## config.mk

```make
export PLATFORM = sky130hd
export DESIGN_NAME = data_mem_master
export DESIGN_NICKNAME = d
export VERILOG_FILES = /design/src/rtl/data_mem_master.sv
export SDC_FILE = /design/constraint.sdc
export NUM_CORES = 1
export LEC_CHECK = 0
export BUFFER_PORTS_ARGS = -buffer_cell sky130_fd_sc_hd__buf_2
export CAP_MARGIN = 20
export CORE_MARGIN = 2
export CORE_UTILIZATION = 27
export CTS_CLUSTER_DIAMETER = 120
export DETAILED_ROUTE_END_ITERATION = 10
export GPL_TIMING_DRIVEN = 0
export SETUP_SLACK_MARGIN = 0.4
export SLEW_MARGIN = 10
export SYNTH_ARGS = -nofsm -noshare
export SYNTH_HDL_FRONTEND = slang
export SYNTH_SLANG_ARGS = --single-unit
```

## constraint.sdc

```tcl
create_clock -name clk -period 2.4 [get_ports clk]
set_input_delay 0.36 -clock clk [delete_from_list [all_inputs] [get_ports clk]]
set_output_delay 0.36 -clock clk [all_outputs]
set_load 0.01 [all_outputs]
```

## src/rtl/data_mem_master.sv

```systemverilog
// data_mem_master: initiator side of the byte-lane data RAM.
// Turns one MEM-stage load/store into a RAM cycle. It handles big-endian lane
// select, store-data replication, alignment exceptions, the read-latency wait,
// and load extension. The pipeline is stalled until the access completes.
module data_mem_master #(
  parameter int READ_LAT = 1,
  parameter int ADDR_W   = 32
) (
  input  logic              clk,
  input  logic              rst_n,
  input  logic              req_valid,
  input  logic [2:0]        req_op,
  input  logic [ADDR_W-1:0] req_addr,
  input  logic [31:0]       req_wdata,
  input  logic              flush,
  output logic              stallreq,
  output logic              resp_valid,
  output logic [31:0]       resp_rdata,
  output logic              exc_adel,
  output logic              exc_ades,
  output logic [ADDR_W-1:0] bad_vaddr,
  output logic              ram_ce,
  output logic              ram_we,
  output logic [ADDR_W-1:0] ram_addr,
  output logic [3:0]        ram_sel,
  output logic [31:0]       ram_wdata,
  input  logic [31:0]       ram_rdata
);

  localparam logic [2:0] OP_LB = 3'd0, OP_LBU = 3'd1, OP_LH = 3'd2, OP_LHU = 3'd3,
                         OP_LW = 3'd4, OP_SB  = 3'd5, OP_SH = 3'd6, OP_SW  = 3'd7;

  // The first WAIT cycle counts as one, so the counter starts at READ_LAT-1.
  localparam logic [1:0] WAIT_INIT = (READ_LAT > 0) ? 2'(READ_LAT - 1) : 2'd0;

  typedef enum logic [1:0] {S_IDLE, S_ACCESS, S_WAIT, S_DONE} state_t;

  state_t      state, state_n;
  logic [2:0]  op_q;
  logic [1:0]  off_q;
  logic [1:0]  wcnt;
  logic        is_store, store_q, misalign, accept, exc_take, last_rd;
  logic [3:0]  sel_d;
  logic [31:0] wdata_d, load_ext;
  logic [7:0]  byte_v;
  logic [15:0] half_v;

  assign is_store = (req_op == OP_SB) || (req_op == OP_SH) || (req_op == OP_SW);
  assign store_q  = (op_q == OP_SB) || (op_q == OP_SH) || (op_q == OP_SW);

  // Alignment check, plus lane select and replicated store data for the request
  always_comb begin
    misalign = 1'b0;
    sel_d    = 4'b0000;
    wdata_d  = req_wdata;
    case (req_op)
      OP_LB, OP_LBU, OP_SB: begin
        sel_d   = 4'b1000 >> req_addr[1:0];
        wdata_d = {4{req_wdata[7:0]}};
      end
      OP_LH, OP_LHU, OP_SH: begin
        misalign = req_addr[0];
        sel_d    = req_addr[1] ? 4'b0011 : 4'b1100;
        wdata_d  = {2{req_wdata[15:0]}};
      end
      default: begin
        misalign = (req_addr[1:0] != 2'b00);
        sel_d    = 4'b1111;
      end
    endcase
  end

  // A flush in IDLE blocks both the accept and any exception report
  assign accept   = (state == S_IDLE) && req_valid && !flush && !misalign;
  assign exc_take = (state == S_IDLE) && req_valid && !flush &&  misalign;

  // Pick the load lanes out of the returned word (big-endian) and extend them
  always_comb begin
    byte_v = 8'h00;
    case (off_q)
      2'd0:    byte_v = ram_rdata[31:24];
      2'd1:    byte_v = ram_rdata[23:16];
      2'd2:    byte_v = ram_rdata[15:8];
      default: byte_v = ram_rdata[7:0];
    endcase
    half_v = off_q[1] ? ram_rdata[15:0] : ram_rdata[31:16];
    case (op_q)
      OP_LB:   load_ext = {{24{byte_v[7]}}, byte_v};
      OP_LBU:  load_ext = {24'h0, byte_v};
      OP_LH:   load_ext = {{16{half_v[15]}}, half_v};
      OP_LHU:  load_ext = {16'h0, half_v};
      OP_LW:   load_ext = ram_rdata;
      default: load_ext = 32'h0;
    endcase
  end

  // State register
  always_ff @(posedge clk or negedge rst_n) begin
    if (!rst_n) state <= S_IDLE;
    else        state <= state_n;
  end

  // Next-state logic; flush overrides everything and returns to IDLE
  always_comb begin
    state_n = state;
    case (state)
      S_IDLE: begin
        if (accept)        state_n = S_ACCESS;
        else if (exc_take) state_n = S_DONE;
      end
      S_ACCESS: state_n = (store_q || READ_LAT == 0) ? S_DONE : S_WAIT;
      S_WAIT:   if (wcnt == 2'd0) state_n = S_DONE;
      default:  state_n = S_IDLE;
    endcase
    if (flush) state_n = S_IDLE;
  end

  // The data phase ends on the edge that leaves ACCESS/WAIT for DONE
  assign last_rd = ((state == S_ACCESS) || (state == S_WAIT)) && (state_n == S_DONE);

  // Output logic
  always_comb begin
    ram_ce     = (state == S_ACCESS) || (state == S_WAIT);
    ram_we     = (state == S_ACCESS) && store_q;
    resp_valid = (state == S_DONE);
    stallreq   = ((state == S_IDLE) && req_valid && !flush) || ram_ce;
  end

  // Datapath registers: RAM drive latched at accept, response latched at completion
  always_ff @(posedge clk or negedge rst_n) begin
    if (!rst_n) begin
      ram_addr   <= '0;
      ram_sel    <= '0;
      ram_wdata  <= '0;
      op_q       <= '0;
      off_q      <= '0;
      wcnt       <= '0;
      resp_rdata <= '0;
      exc_adel   <= 1'b0;
      exc_ades   <= 1'b0;
      bad_vaddr  <= '0;
    end else begin
      if (accept) begin
        ram_addr  <= {req_addr[ADDR_W-1:2], 2'b00};
        ram_sel   <= sel_d;
        ram_wdata <= wdata_d;
        op_q      <= req_op;
        off_q     <= req_addr[1:0];
      end
      if (exc_take) begin
        resp_rdata <= '0;
        exc_adel   <= ~is_store;
        exc_ades   <= is_store;
        bad_vaddr  <= req_addr;
      end
      if (last_rd) begin
        resp_rdata <= store_q ? 32'h0 : load_ext;
        exc_adel   <= 1'b0;
        exc_ades   <= 1'b0;
      end
      if ((state == S_ACCESS) && (state_n == S_WAIT))   wcnt <= WAIT_INIT;
      else if ((state == S_WAIT) && (wcnt != 2'd0))     wcnt <= wcnt - 2'd1;
    end
  end

endmodule

```

======== Word-level counts from Yosys, hierarchy flattened ========
Cells that the tools add are included.
word-level totals
  output and inout port bits .............. 138
  register bits after elaboration ......... 141
  logic and storage cells ................. 83
  memory bits (writable) .................. 0
  ROM bits ................................ 0
  bits in latches ......................... 0
  memories kept ........................... 0
operators by class
  divide/modulo/power cells ............... 0
  $lt $le $gt $ge ......................... 0
  bitwise gates (word level) .............. 1
  shifts and indexed selects .............. 1
  reduce and logical (&&, ||, !) cells .... 27
  add/sub/neg operators ................... 1
  multiplexer cells ....................... 22
  multiply operators ...................... 0
  equality and inequality tests ........... 20
operator list
  cell                                              count
  one-hot mux 32 bit (5 select lines)               1
  two-way mux 32 bit                                3
  one-hot mux 32 bit (2 select lines)               1
  one-hot mux 8 bit (3 select lines)                1
  == test 3 bit (second input constant)             7
  two-way mux 16 bit                                1
  == test 3 x 2 -> 1 bit (second input constant)    4
  two-way mux 2 bit                                 6
  == test 2 bit (second input constant)             5
  logical AND 1 bit                                 8
  one-hot mux 4 bit (2 select lines)                1
  nonzero test 2 bit                                4
  == test 3 x 1 -> 1 bit (second input constant)    2
  zero test 2 bit                                   3
  zero test 3 bit                                   2
  logical OR 1 bit                                  6
  one-hot mux 2 bit (3 select lines)                1
  OR reduction 3 bit                                2
  two-way mux 1 bit                                 5
  == test 2 x 1 -> 1 bit (second input constant)    2
  two-way mux 4 bit                                 1
  >> shifter 4 x 2 -> 4 bit (first input constant)  1
  zero test 1 bit                                   2
  one-hot mux 1 bit (2 select lines)                1
  2 further kinds                                   2

======== Depth between registers and ports, before layout ========
  depth in word-level cells ............... 11
  depth in mapped cells ................... 8
  gate-level depth less buffers ........... 6

======== Worst setup path before layout ========
No wires, ideal clock.
  kind .................................... register to register
  start point ............................. register state[0]
  end point ............................... register resp_rdata[20]
  setup slack ............................. 0.349 ns
  arrival time ............................ 1.950 ns
  period minus slack after synthesis ...... 2.051 ns
  data required time ...................... 2.299 ns
  cell stages (with the launch flop) ...... 8
  library setup time ...................... 0.101 ns
  path buffers ............................ 1
  cell sequence ........................... dfrtp_1 > inv_1 > ha_1 > or3b_2 > a211oi_1 > o21ai_1 > clkbuf_1 > o32ai_1
between the ends
  elaborated cells on any way between the ends .. 17
RTL lines
  element                                                          RTL line  text
  from (decl)                                                      38        state_t state, state_n;
  from (signal assigned)                                           100       else state <= state_n;
  == test 2 x 1 -> 1 bit / == test 2 bit (equally long branches)   n/a
  logical OR 1 bit *                                               n/a
  via ram_ce                                                       22        output logic ram_ce,
  logical AND 1 bit *                                              119       assign last_rd = ((state == S_ACCESS) || (state == S_WAIT)) && (state_n == S_DONE);
  two-way mux 32 bit / nonzero test 2 bit (equally long branches)  n/a
  to (signal assigned)                                             157       resp_rdata <= store_q ? 32'h0 : load_ext;
  to (decl)                                                        18        output logic [31:0] resp_rdata,
The timed path passes the listed nets; every way through them passes the cells marked *.
A chain may end at the register's enable or synchronous reset.

======== Worst setup path in the final report ========
  start point ............................. register state[0]
  end point ............................... output stallreq
between the ends
  cells in the longest elaborated chain, start to end .. 4
  elaborated cells on any way between the ends .. 7
RTL lines
  element                         RTL line  text
  zero test 2 bit                 126       stallreq = ((state == S_IDLE) && req_valid && !flush) || ram_ce;
  logical AND 1 bit (2 in a row)  126
  logical OR 1 bit *              126
  to (decl)                       16        output logic stallreq,
Mark *: on every way between the ends. The rest lies on a longest branch, timed or not.

==> flow_metrics.py <==
metrics = {
    "pwr": {
        "vdd_drop_max_mv": 0.523,
        "power.density_mw_per_mm2": 1320,
        "p_leak_nw": 4.45,
    },
    "die": {
        "die_h_um": 162,
        "rows": 57,
        "io_pins": 241,
        "die_w_um": 162,
        "core_mm2": 0.0245,
        "initial_core_util": 0.276,
        "die_area_mm2": 0.0263,
    },
    "synthesis": {
        "synth-edff-count": 0,
        "syn_area_per_cell_um2": 13.0,
        "yosys.cell_types.count": 57,
        "synth_most_common_cell": "dfrtp_1",
        "synth_top_area_frac": 0.522,
        "syn_inst": 519,
        "ys_ff_latch": 141,
        "synth_area_leaders": "dfrtp_1 52%, mux2_2 15%, mux2_4 5.8%, o32ai_1 4.0%, a211oi_1 2.2%",
        "async_reset_ff_frac": 1.00,
        "synth_top_flop_cell": "dfrtp_1",
        "ys_top_cells_by_count": "141 x dfrtp_1, 91 x mux2_2, 38 x inv_1",
        "yosysTopAreaCell": "dfrtp_1",
        "synth_seq_area_share": 0.522,
        "ys.warnings.count": 0,
        "synth_area_mm2": 0.00676,
    },
    "cts": {
        "cts_buffers": 17,
        "cts_max_level": 4,
        "cts.sinks": 141,
        "cts_tree": "yes",
        "clockBufferDepth": 2,
        "clkSlewWorstSetupHoldPaths_ns": 0.06,
        "clockRootBuffer": "clkbuf_16",
        "clk_latency_ns": 0.42,
    },
    "placed_design": {
        "hpwl_um": 14800,
        "gp_congestion": 0.786,
        "place_inst": 1082,
        "place_ws_ns": 0.0313,
        "portBuffers": 237,
    },
    "detailed_routing": {
        "drt-initial-drc-count": 251,
        "drc": 0,
        "wl_um": 20100,
        "first_pass_iters": 4,
        "vias_per_cell": 4.69,
        "antenna_left": 0,
        "num_vias": 5278,
        "wl_per_cell_um": 17.8,
    },
    "setup_path": {
        "cp-end-kind": "output port",
        "critPathKind": "reg2out",
        "cp_max_fo": 3,
        "worstPathArrival_ns": 1.66,
        "cp_data_required_time_ns": 2.04,
        "cp-startpoint": "state[0]$_DFF_PN0_",
        "reg2reg_from": "state[0]$_DFF_PN0_",
        "start_kind": "flip-flop",
    },
    "sta": {
        "clock_skew_ns": 0.0113,
        "setup_viol": 0,
        "period_needed_ns": 2.02,
        "period_share": 0.840,
        "fmax_mhz": 496,
        "finalHoldViolations": 0,
        "hold_ws_ns": 0.184,
        "worst_slew_pin_slew_ns": 0.650,
        "rsz0062_at_grt": "true",
        "slew_violations": 0,
        "final.setup.tns_ns": 0,
        "worst_slack_ns": 0.384,
        "maxSlewHeadroom": 0.567,
    },
    "cells_and_area": {
        "utilization": 0.379,
        "synthToLayoutAreaGrowth_pct": 37.0,
        "final_layout_size_suffix_gt1_frac": 0.576,
        "final_cells": 1126,
        "finalNetCount": 895,
    },
    "grt": {
        "grt_pass1_wl_um": 30800,
        "grt_max_degree": 79,
        "grt_pass1_vias": 5389,
        "grtUsageTotal": 0.153,
        "overflow": 0,
        "grt_antenna_before_repair": 1,
    },
    "hold_path": {
        "min_from": "req_addr[29]",
        "worstHoldPathType": "in2reg",
    },
    "job": {
        "max_cap_viol_count": 0,
    },
    "run_status": {
        "status": "completed",
    },
}
[state kept, by name (all words and copies together), names as in the netlist, 2 cells and up]
register and cells:
bad_vaddr 32, off_q 2, op_q 3, ram_addr 30
ram_sel 4, ram_wdata 32, resp_rdata 32, state 2
wcnt 2
[cell families after synthesis]
family,after synthesis,share of synthesized area
and+or+nand+nor,47,0.0418
muxes,129,0.229
xor gates and xnor gates,1,0.00130
other,1,0.000555
buffers and inverters,75,0.0552
adders and majority gates,5,0.00925
AOI/OAI and AO/OA,120,0.141
DFF,141,0.522
[through the flow]
| stage | total power, mW | cell area [µm²] |
|---|---|---|
| 6_report | 12.2 | 9260 |
| 5_1_grt | 13.0 | 9260 |
| 4_1_cts | 12.2 | 9160 |
| 3_5_place_dp | 9.23 | 8410 |
| 3_3_place_gp | 9.16 | 8370 |
| 2_1_floorplan | 7.22 | 6780 |
[power breakdown]
group          switching (mW)  leakage (nW)  internal [mW]
Clock                    1.16         0.299           1.57
Combinational            2.66          2.41           2.69
Sequential              0.580          1.74           3.52
Total                    4.40          4.45           7.79
[metal layers]
metal,track usage,share of wire
met2,0.239,0.45
met1,0.196,0.44
met4,0.0463,0.015
met3,0.0605,0.095
met5,0,0.00035
[layout by cell type, fill, tap and decap left out, types with 3 or more instances in the layout]
cell type | netlist | final
buf_2 | 10 | 243
dfrtp_1 | 141 | 141
mux2_2 | 91 | 91
inv_1 | 38 | 36
o32ai_1 | 31 | 28
mux2_4 | 26 | 26
clkbuf_16 | 0 | 18
buf_4 | 7 | 16
o21ai_0 | 15 | 15
a211oi_1 | 20 | 13
mux2i_1 | 11 | 11
buf_6 | 7 | 9
and2_1 | 8 | 8
a221o_1 | 8 | 8
clkbuf_1 | 13 | 7
a21oi_1 | 7 | 7
a211oi_2 | 0 | 7
a221oi_1 | 7 | 7
nand2b_1 | 6 | 5
nor3_1 | 5 | 5
nor2_1 | 7 | 5
nor2b_1 | 5 | 5
inv_6 | 0 | 5
clkbuf_2 | 0 | 4
a2bb2oi_1 | 4 | 4
ha_1 | 5 | 4
clkinv_4 | 0 | 4
nor2_2 | 1 | 3
o32ai_2 | 0 | 3
o22ai_1 | 3 | 3
a2bb2o_1 | 3 | 3
inv_8 | 0 | 3
[worst max-delay path: stages, from the launching register on]
cell and delay (ns):
dfrtp_1 0.40, inv_2 0.09, ha_4 0.15, nand2_4 0.06
or2_4 0.24, clkbuf_16 0.15, nand2b_4 0.06, buf_6 0.09
[what timing repair did]
action                     CTS  global route
cloned                       0             0
buffers inserted             7             2
setup endpoints to repair  127            55
hold endpoints to repair    77             0
gates resized for setup     22            19
pin swaps                    2             3
hold buffers                 1             0
[area by class of cell]
cell class                      count  area, µm²
Antenna cell                        2       5.00
Sequential cell                   141       3530
Tap cell                          324        405
Fill cell                        2417      15200
Multi-Input combinational cell    304       2990
Inverter                           38        143
Clock inverter                     15        178
Buffer                             37        275
Timing Repair Buffer              248       1310
Clock buffer                       17        425
[path summary, 6_finish.rpt]
kind,end,slack (ns),depth (start not counted)
worst max-delay path,stallreq,0.38,7
min in group asynchronous,ram_wdata[11]$_DFFE_PN0P_,0.49,2
max in group asynchronous,ram_addr[7]$_DFFE_PN0P_,1.15,3
worst min-delay path,ram_addr[29]$_DFFE_PN0P_,0.18,2
worst min register to register,bad_vaddr[15]$_DFFE_PN0P_,0.50,1
worst max register to register,ram_addr[30]$_DFFE_PN0P_,0.43,8
Note: power is estimated with default switching activity, not from simulation.
